## src/rtl/traffic_ctrl.sv

```systemverilog
// Round-robin traffic-light sequencer: ALLRED -> GREEN -> YELLOW per group, with pedestrian extension and flash override.
// Latency: light/walk/state_o/cur_dir are registered and change on the tick edge that causes a transition.
// Backpressure: none; the timebase advances only on tick and ped_req is latched, so no request is lost.
module traffic_ctrl #(
    parameter int N_DIR    = 2,
    parameter int CNT_W    = 8,
    parameter int GREEN_T  = 20,
    parameter int YELLOW_T = 4,
    parameter int ALLRED_T = 2,
    parameter int PED_EXT  = 10,
    parameter int FLASH_T  = 1,
    localparam int DW      = (N_DIR > 1) ? $clog2(N_DIR) : 1
) (
    input  logic                 clk,
    input  logic                 rst_n,
    input  logic                 tick,
    input  logic [N_DIR-1:0]     ped_req,
    input  logic                 flash,
    output logic [3*N_DIR-1:0]   light,
    output logic [N_DIR-1:0]     walk,
    output logic [DW-1:0]        cur_dir,
    output logic [1:0]           state_o
);

    typedef enum logic [1:0] {
        ST_ALLRED = 2'b00,
        ST_GREEN  = 2'b01,
        ST_YELLOW = 2'b10,
        ST_FLASH  = 2'b11
    } state_t;

    localparam logic [CNT_W-1:0] G_LD  = CNT_W'(GREEN_T - 1);
    localparam logic [CNT_W-1:0] GE_LD = CNT_W'(GREEN_T + PED_EXT - 1);
    localparam logic [CNT_W-1:0] Y_LD  = CNT_W'(YELLOW_T - 1);
    localparam logic [CNT_W-1:0] A_LD  = CNT_W'(ALLRED_T - 1);
    localparam logic [CNT_W-1:0] F_LD  = CNT_W'(FLASH_T - 1);
    localparam logic [DW-1:0]    LAST  = DW'(N_DIR - 1);

    state_t               state_q, state_n;
    logic [DW-1:0]        dir_q, dir_n;
    logic [CNT_W-1:0]     tmr_q, tmr_n;
    logic [N_DIR-1:0]     pend_q, pend_n;
    logic                 ext_q, ext_n;
    logic                 fph_q, fph_n;   // 1 = dark half of the flash cycle
    logic [3*N_DIR-1:0]   light_n;
    logic [N_DIR-1:0]     walk_n;

    always_comb begin
        state_n = state_q;
        dir_n   = dir_q;
        tmr_n   = tmr_q;
        ext_n   = ext_q;
        fph_n   = fph_q;
        pend_n  = pend_q | ped_req;
        if (tick) begin
            if (flash && (state_q != ST_FLASH)) begin
                state_n = ST_FLASH;
                tmr_n   = F_LD;
                fph_n   = 1'b0;
                ext_n   = 1'b0;
            end else if (!flash && (state_q == ST_FLASH)) begin
                state_n = ST_ALLRED;
                dir_n   = '0;
                tmr_n   = A_LD;
            end else if (tmr_q != '0) begin
                tmr_n = tmr_q - 1'b1;
            end else begin
                case (state_q)
                    ST_ALLRED: begin
                        // A request arriving on this very edge still earns the extension.
                        state_n        = ST_GREEN;
                        ext_n          = pend_n[dir_q];
                        pend_n[dir_q]  = 1'b0;
                        tmr_n          = ext_n ? GE_LD : G_LD;
                    end
                    ST_GREEN: begin
                        state_n = ST_YELLOW;
                        ext_n   = 1'b0;
                        tmr_n   = Y_LD;
                    end
                    ST_YELLOW: begin
                        state_n = ST_ALLRED;
                        dir_n   = (dir_q == LAST) ? '0 : dir_q + 1'b1;
                        tmr_n   = A_LD;
                    end
                    default: begin
                        fph_n = ~fph_q;
                        tmr_n = F_LD;
                    end
                endcase
            end
        end
    end

    // Outputs are decoded from next-state so they can be registered with it.
    always_comb begin
        light_n = '0;
        walk_n  = '0;
        for (int i = 0; i < N_DIR; i++) begin
            if (state_n == ST_FLASH)
                light_n[3*i +: 3] = fph_n ? 3'b000 : 3'b001;
            else if ((dir_n == DW'(i)) && (state_n == ST_GREEN))
                light_n[3*i +: 3] = 3'b010;
            else if ((dir_n == DW'(i)) && (state_n == ST_YELLOW))
                light_n[3*i +: 3] = 3'b001;
            else
                light_n[3*i +: 3] = 3'b100;
            walk_n[i] = (state_n == ST_GREEN) && ext_n && (dir_n == DW'(i));
        end
    end

    always_ff @(posedge clk or negedge rst_n) begin
        if (!rst_n) begin
            state_q <= ST_ALLRED;
            dir_q   <= '0;
            tmr_q   <= A_LD;
            pend_q  <= '0;
            ext_q   <= 1'b0;
            fph_q   <= 1'b0;
            light   <= {N_DIR{3'b100}};
            walk    <= '0;
        end else begin
            state_q <= state_n;
            dir_q   <= dir_n;
            tmr_q   <= tmr_n;
            pend_q  <= pend_n;
            ext_q   <= ext_n;
            fph_q   <= fph_n;
            light   <= light_n;
            walk    <= walk_n;
        end
    end

    assign cur_dir = dir_q;
    assign state_o = state_q;

endmodule

```

## config.mk

```make
export PLATFORM = sky130hd
export DESIGN_NAME = traffic_ctrl
export DESIGN_NICKNAME = d
export VERILOG_FILES = /design/src/rtl/traffic_ctrl.sv
export SDC_FILE = /design/constraint.sdc
export NUM_CORES = 1
export LEC_CHECK = 0
export ABC_AREA = 1
export CORE_UTILIZATION = 54
export DETAILED_ROUTE_END_ITERATION = 8
export PLACE_DENSITY = 0.78
export SYNTH_ARGS = -nofsm -noshare
export SYNTH_HDL_FRONTEND = slang
export SYNTH_SLANG_ARGS = --single-unit
export TNS_END_PERCENT = 5
```

## constraint.sdc

```tcl
create_clock -name clk -period 2.1 [get_ports clk]
set_clock_uncertainty 0.15 [all_clocks]
set_input_delay 0.63 -clock clk [delete_from_list [all_inputs] [get_ports clk]]
set_output_delay 0.63 -clock clk [all_outputs]
set_load 0.005 [all_outputs]
```

==> metrics, run 1 <==
RSZ-0062 raised after global routing no; most frequent cells in the layout nand2_1, inv_1, nor2_1; initial core utilization 59.7%; Final Hold Slack around 0.37 ns; WP data arrival ~1.3 ns; Clock transition at path regs between 0.1 and 0.15 ns; Sum Neg Setup Slack 0 ns; Critical Path RT roughly 1.3 ns; Syn Area/Cell approximately 8.1 um2; proportion of layout cells with a drive suffix above 1 20.5%; syn_nets around 180; final setup fails 0; YS warnings 0; startpoint class of the critical path flop; Routed Antenna Nets 0; CP peak stage delay ~0.53 ns; Critical path buffers and inverters 1; Non-Filler Instances roughly 230; Max Buffers Root-to-Sink 2; pin count of the biggest net entering global routing 24; vias in the first global route between 1k and 1.5k; Worst path depth 1; Setup WS post-layout around 0.05 ns; CP max stage cell clkdlybuf4s50_1; detailed-route DRC error count 0; hold path cells 2; die footprint 2770 um2; global-route wire length before repair just under 5000 um; Layout fillers approximately 190; CORE AREA around 2300 um2; 1st-iter DRT viols 31; maxcap violations 0; pre-CTS setup slack -0.149 ns; Critical Path End Type output port; CTS H-tree lvls 1; Seq/Total Area, Yosys a little over two fifths; Die Height ~53 um; Hold Crit Start pend_q[0]; Syn Std Cell Area 1380 um2; status completed; DP HPWL around 2300 um; CTS Sinks 23; GRT Total Usage between 20% and 30%; Worst Reg-to-Reg Cells 10; initial antenna violation count 0; family with the most delay on the worst path buffers and inverters; Max VDD drop 0.988 mV; Via Count ~1.2k; sw frac 45.8%; Power Internal about 0.0013 W; WL final about 3000 um; Fmax 488 MHz; # diodes 0; Die Width 52.6 um; placed insts 225; Period Utilization, post-route between 90% and 100%; Layout Nets between 200 and 250; Post-CTS Hold Fix Bufs 0; final-report hold violation count 0; Gate power share between 60% and 70%; total design power approximately 0.0024 W; Hold Path Class flop to flop; WS Path Type flop to output port; IO Port Bufs 16; top fanout value on the critical path 4; clock latency on the worst-skew pair about 0.30 ns; Ports 17; Slew @ Worst Pin between 0.4 and 0.5 ns; Pleak 0.857 nW; Std-Cell Rows 17; Overflow after GRT 0; Critical Path Start state_o[1]; area grow syn2layout 23.4%; drt first pass iters 4; commonest non-fill, non-tap cell in the layout nand2_1; count of cell types in the netlist 27; Max Transition Viols Final 0; synthesized instance count 171; root buffer cell clkbuf_4; part of the power in registers a little under a third; NetSw 0.00109 W; CTS tree yes; Avg WL per Cell 12.9 um; crit-path cells clkdlybuf4s50_1; Max-slew headroom a little under three quarters; CTS Buf Count 3; Min Clock Period, post-route between 2 and 2.5 ns; Reg-to-Reg Start tmr_q[0]; Seq cells post-synth 23; clock power share under 10%; PwrDens between 1000 and 1500 nW/um2; routed vias/inst 5.28; routability congestion estimate 0.880
## sequential cells by signal, summed over array words and instances, names as in the netlist
register and count:
pend_q 2, cur_dir 1, tmr_q 8, walk 2, fph_q 1, light 6
ext_q 1, state_o 2
## cell usage after synthesis
| cell type | instances | area, um2 |
|---|---|---|
| nand2_1 | 31 | 116 |
| inv_1 | 27 | 101 |
| dfrtp_1 | 20 | 500 |
| nor2_1 | 20 | 75.1 |
| o21ai_0 | 14 | 70.1 |
| nand3_1 | 9 | 45.0 |
| a21oi_1 | 7 | 35.0 |
| ha_1 | 6 | 75.1 |
| nand2_2 | 4 | 25.0 |
| dfstp_2 | 3 | 78.8 |
| nand2_4 | 3 | 33.8 |
| nor2_4 | 3 | 33.8 |
| o22ai_1 | 3 | 18.8 |
| xor2_1 | 3 | 26.3 |
| inv_2 | 2 | 7.51 |
| nand3_2 | 2 | 20.0 |
| nand4_1 | 2 | 12.5 |
| nor3_1 | 2 | 10.0 |
| o21ai_1 | 2 | 10.0 |
| a21oi_2 | 1 | 8.76 |
| buf_2 | 1 | 5.00 |
| buf_8 | 1 | 15.0 |
| nand3b_1 | 1 | 7.51 |
| nor2_2 | 1 | 6.26 |
| nor2_8 | 1 | 20.0 |
| o211ai_1 | 1 | 7.51 |
| o21bai_4 | 1 | 18.8 |
## power groups by stage
stage	sequential (W)	clock, W	combinational, W
6_report	0.000742	0.000203	0.00145
5_1_grt	0.000758	0.000226	0.00160
4_1_cts	0.000739	0.000209	0.00137
3_5_place_dp	0.000750	0	0.00137
3_3_place_gp	0.000738	0	0.00131
2_1_floorplan	0.000730	0	0.000949
## worst paths after layout
check	to	slack [ns]
min in group asynchronous	tmr_q[5]	0.51
max in group asynchronous	light[2]	1.01
max	state_o[1]	0.05
max reg2reg	light[5]	0.15
min reg2reg	pend_q[0]	0.37
min	pend_q[0]	0.37
## area by class of cell
type	count	area (um2)	share of cell area, %
Timing Repair Buffer	32	280	16.4
Inverter	29	109	6.37
Clock inverter	1	5.00	0.293
Tap cell	28	35.0	2.05
Sequential cell	23	581	34.0
Multi-Input combinational cell	117	676	39.6
Clock buffer	3	22.5	1.32
## metal layers
metal	global-route usage [%]	vias up	wire, um	share of wire (%)
met5	0	-	0	0
met4	9.21	0	16	0.53
met3	3.48	2	164	5.5
met2	38.8	40	1440	48
met1	31.8	583	1380	46
li1	-	606	-	-
## stage by stage
| stage | utilization, % | instance area (um2) |
|---|---|---|
| finish | 73.7 | 1710 |
| global route | 73.7 | 1710 |
| global placement | 71.1 | 1650 |
| floorplan | - | 1380 |
| detailed placement | 71.1 | 1650 |
| CTS | 72.2 | 1670 |
## cells by family (layout without fill, tap and decap cells)
kind of cell | Yosys count | in the layout | share of synthesized area (%)
adder cells (fa/ha/maj) | 6 | 6 | 5.42
flip-flops | 23 | 23 | 41.9
buffers and inverters | 31 | 65 | 9.31
XOR/XNOR | 3 | 3 | 1.90
AND/OR/NAND/NOR | 79 | 79 | 29.3
AO/OA/AOI/OAI | 29 | 29 | 12.2
## timing repair
| action | CTS | global route |
|---|---|---|
| pin swaps | 0 | 1 |
| endpoints found under the hold margin | 0 | 0 |
| setup endpoints to repair | 2 | 6 |
| resized for setup | 2 | 2 |
| setup buffers | 0 | 4 |
(Power assumes the default switching activity.)
==> run 2: changes to the inputs <==
--- a/config.mk
+++ b/config.mk
@@ -7,7 +7,7 @@
 export LEC_CHECK = 0
 export ABC_AREA = 1
-export CORE_UTILIZATION = 54
+export CORE_UTILIZATION = 30
 export DETAILED_ROUTE_END_ITERATION = 8
-export PLACE_DENSITY = 0.78
+export PLACE_DENSITY = 0.48
 export SYNTH_ARGS = -nofsm -noshare
 export SYNTH_HDL_FRONTEND = slang
==> constraint.sdc (replaced) <==
create_clock -name clk -period 2.1 [get_ports clk]
set_clock_uncertainty 0.15 [all_clocks]
set_input_delay 0.63 -clock clk [delete_from_list [all_inputs] [get_ports clk]]
set_output_delay 0.63 -clock clk [all_outputs]
set_load 0.02 [all_outputs]
==> run 2 against run 1 <==
Effect of this change: flip-flop and latch count unchanged; critical path type unchanged; critical endpoint is now walk[0]; die area up 77%; cell area up 4.2%; highest routed layer unchanged; hold slack worse by 0.032 ns; core utilization down 33 points; sequential power about the same; non-clock buffer count up 3; worst setup slack better by 0.054 ns; register-to-register slack better by 0.04 ns; power up 6.7%; global-route usage down 9.5 points.
==> metrics, run 2 (synthesis gave the netlist of run 1 again) <==
pin count of the biggest net entering global routing 24 (unchanged); CTS Buf Count 3 (unchanged); Routed Antenna Nets 0 (unchanged); Period Utilization, post-route 95.0% (was 97.6%); Critical path buffers and inverters 1 (unchanged); Finished Cell Area 1780 um2 (was 1710 um2); Setup WS post-layout 0.104 ns (was 0.0502 ns); crit-path cells clkdlybuf4s50_1 (unchanged); Critical Path RT 1.32 ns (about the same); CORE AREA 4380 um2 (was 2320 um2); Std-Cell Rows 24 (was 17); Max Transition Viols Final 0 (unchanged); top fanout value on the critical path 1 (was 4); IO Port Bufs 16 (unchanged); Largest regs tmr_q x8, light x6 (unchanged); # diodes 0 (unchanged); routed vias/inst 4.67 (was 5.28); Layout Nets 221 (was 218); final-report hold violation count 0 (unchanged); Pleak 0.882 nW (was 0.857 nW); Fmax 501 MHz (was 488 MHz); flop2flop setup slack 0.19 ns (was 0.15 ns); Avg WL per Cell 12.5 um (was 12.9 um); Placed Area 1710 um2 (was 1650 um2); Die Width 69.9 um (was 52.6 um); 1st-iter DRT viols 46 (was 31); CP peak stage delay 0.60 ns (was 0.53 ns); Slew @ Worst Pin 0.435 ns (was 0.428 ns); met2 WL 1590 um (was 1440 um); wire length on met1 1470 um (was 1380 um); number of flip-flops in the largest register 8 (unchanged); die footprint 4890 um2 (was 2770 um2); Max VDD drop 0.526 mV (was 0.988 mV); status completed (unchanged); area grow syn2layout 28.6% (was 23.4%); CTS Sinks 23 (unchanged); maxcap violations 0 (unchanged); startpoint class of the critical path flop (unchanged); Die Height 69.9 um (was 52.6 um); highest metal used met4 (unchanged); Overflow after GRT 0 (unchanged); Via Count 1,213 (was 1,231); proportion of layout cells with a drive suffix above 1 21.6% (was 20.5%); detailed-route DRC error count 0 (unchanged); root buffer cell clkbuf_8 (was clkbuf_4); most frequent cells in the layout nand2_1, inv_1, dfrtp_1 (was nand2_1, inv_1, nor2_1); initial antenna violation count 0 (unchanged); GRT Total Usage 14.4% (was 23.9%); Critical Path End Type output port (unchanged); WL met3 166 um (was 164 um); vias in the first global route 1,231 (was 1,174); global-route wire length before repair 5620 um (was 4860 um); WL final 3240 um (was 3000 um); initial core utilization 31.6% (was 59.7%); fin util 40.6% (was 73.7%); WP data arrival 1.22 ns (was 1.27 ns); Hold Path Class flop to flop (unchanged); Ports 17 (unchanged); Max Buffers Root-to-Sink 2 (unchanged); Clock transition at path regs 0.09 ns (was 0.13 ns); drt first pass iters 4 (unchanged); Max-slew headroom 70.8% (was 71.2%); CP max stage cell clkdlybuf4s50_1 (unchanged); RSZ-0062 raised after global routing no (unchanged); Min Clock Period, post-route 2.00 ns (was 2.05 ns); DP HPWL 2560 um (was 2330 um); clock latency on the worst-skew pair 0.27 ns (was 0.30 ns); Post-CTS Hold Fix Bufs 0 (unchanged); routability congestion estimate 0.803 (was 0.880); total design power 0.00255 W (was 0.00239 W); CTS H-tree lvls 1 (unchanged); family with the most delay on the worst path buffers and inverters (unchanged); final setup fails 0 (unchanged); CTS tree yes (unchanged); Largest Register tmr_q (unchanged); WS Path Type flop to output port (unchanged); pre-CTS setup slack -0.194 ns (was -0.149 ns); PwrDens 1430 nW/um2 (was 1400 nW/um2); commonest non-fill, non-tap cell in the layout nand2_1 (unchanged)
==> run 2: cell count changes in the layout (fill, tap and decap cells not counted), moves of 2 or more <==
cell,delta
clkbuf_8,+3
buf_4,+3
clkdlybuf4s50_1,-2
clkbuf_4,-3
dlygate4sd2_1,+3
==> run 2: power by group <==
group	leakage [nW]	internal, W	total (W)	switching (W)
Sequential	0.283	0.000621	0.000741	0.000120
Clock	0.0255	0.000133	0.000286	0.000153
Combinational	0.574	0.000605	0.00152	0.000917
==> run 2: final timing paths <==
kind / end / startpoint / cells after the start
max in group asynchronous: light[5] / rst_n / 2
hold / removal: pend_q[0] / pend_q[0] / 2
setup / recovery: walk[0] / walk[0] / 1
min in group asynchronous: tmr_q[5] / rst_n / 2
hold reg to reg: pend_q[0] / pend_q[0] / 2
setup reg to reg: light[5] / tmr_q[0] / 11
==> run 2: final cells by class <==
cell class,count,area [um2]
clock buffers,3,41.3
clock inverters,1,5.00
fillers,458,2610
inverters,29,109
multi-input cells,117,683
flip-flops and latches,23,579
well taps,52,65.1
repair buffers,35,297
==> run 2: through the flow <==
step | TNS [ns] | hold slack (ns) | instances
2_1_floorplan | 0 | 0.184 | 171
3_3_place_gp | -1.98 | 0.324 | 253
3_5_place_dp | -2.24 | 0.335 | 253
4_1_cts | 0 | 0.355 | 257
5_1_grt | 0 | 0.364 | 260
6_report | 0 | 0.342 | 260
==> run 2: what timing repair did <==
action                     CTS  global route
gates resized for setup      5             3
setup buffers                0             3
pin swaps                    0             1
setup endpoints to repair    5             7
==> run 2: layer usage <==
layer / global-route usage (%) / up-vias
li1: - / 616
met1: 18.6 / 571
met2: 23.1 / 24
met3: 4.04 / 2
met4: 4.67 / 0
met5: 0 / -
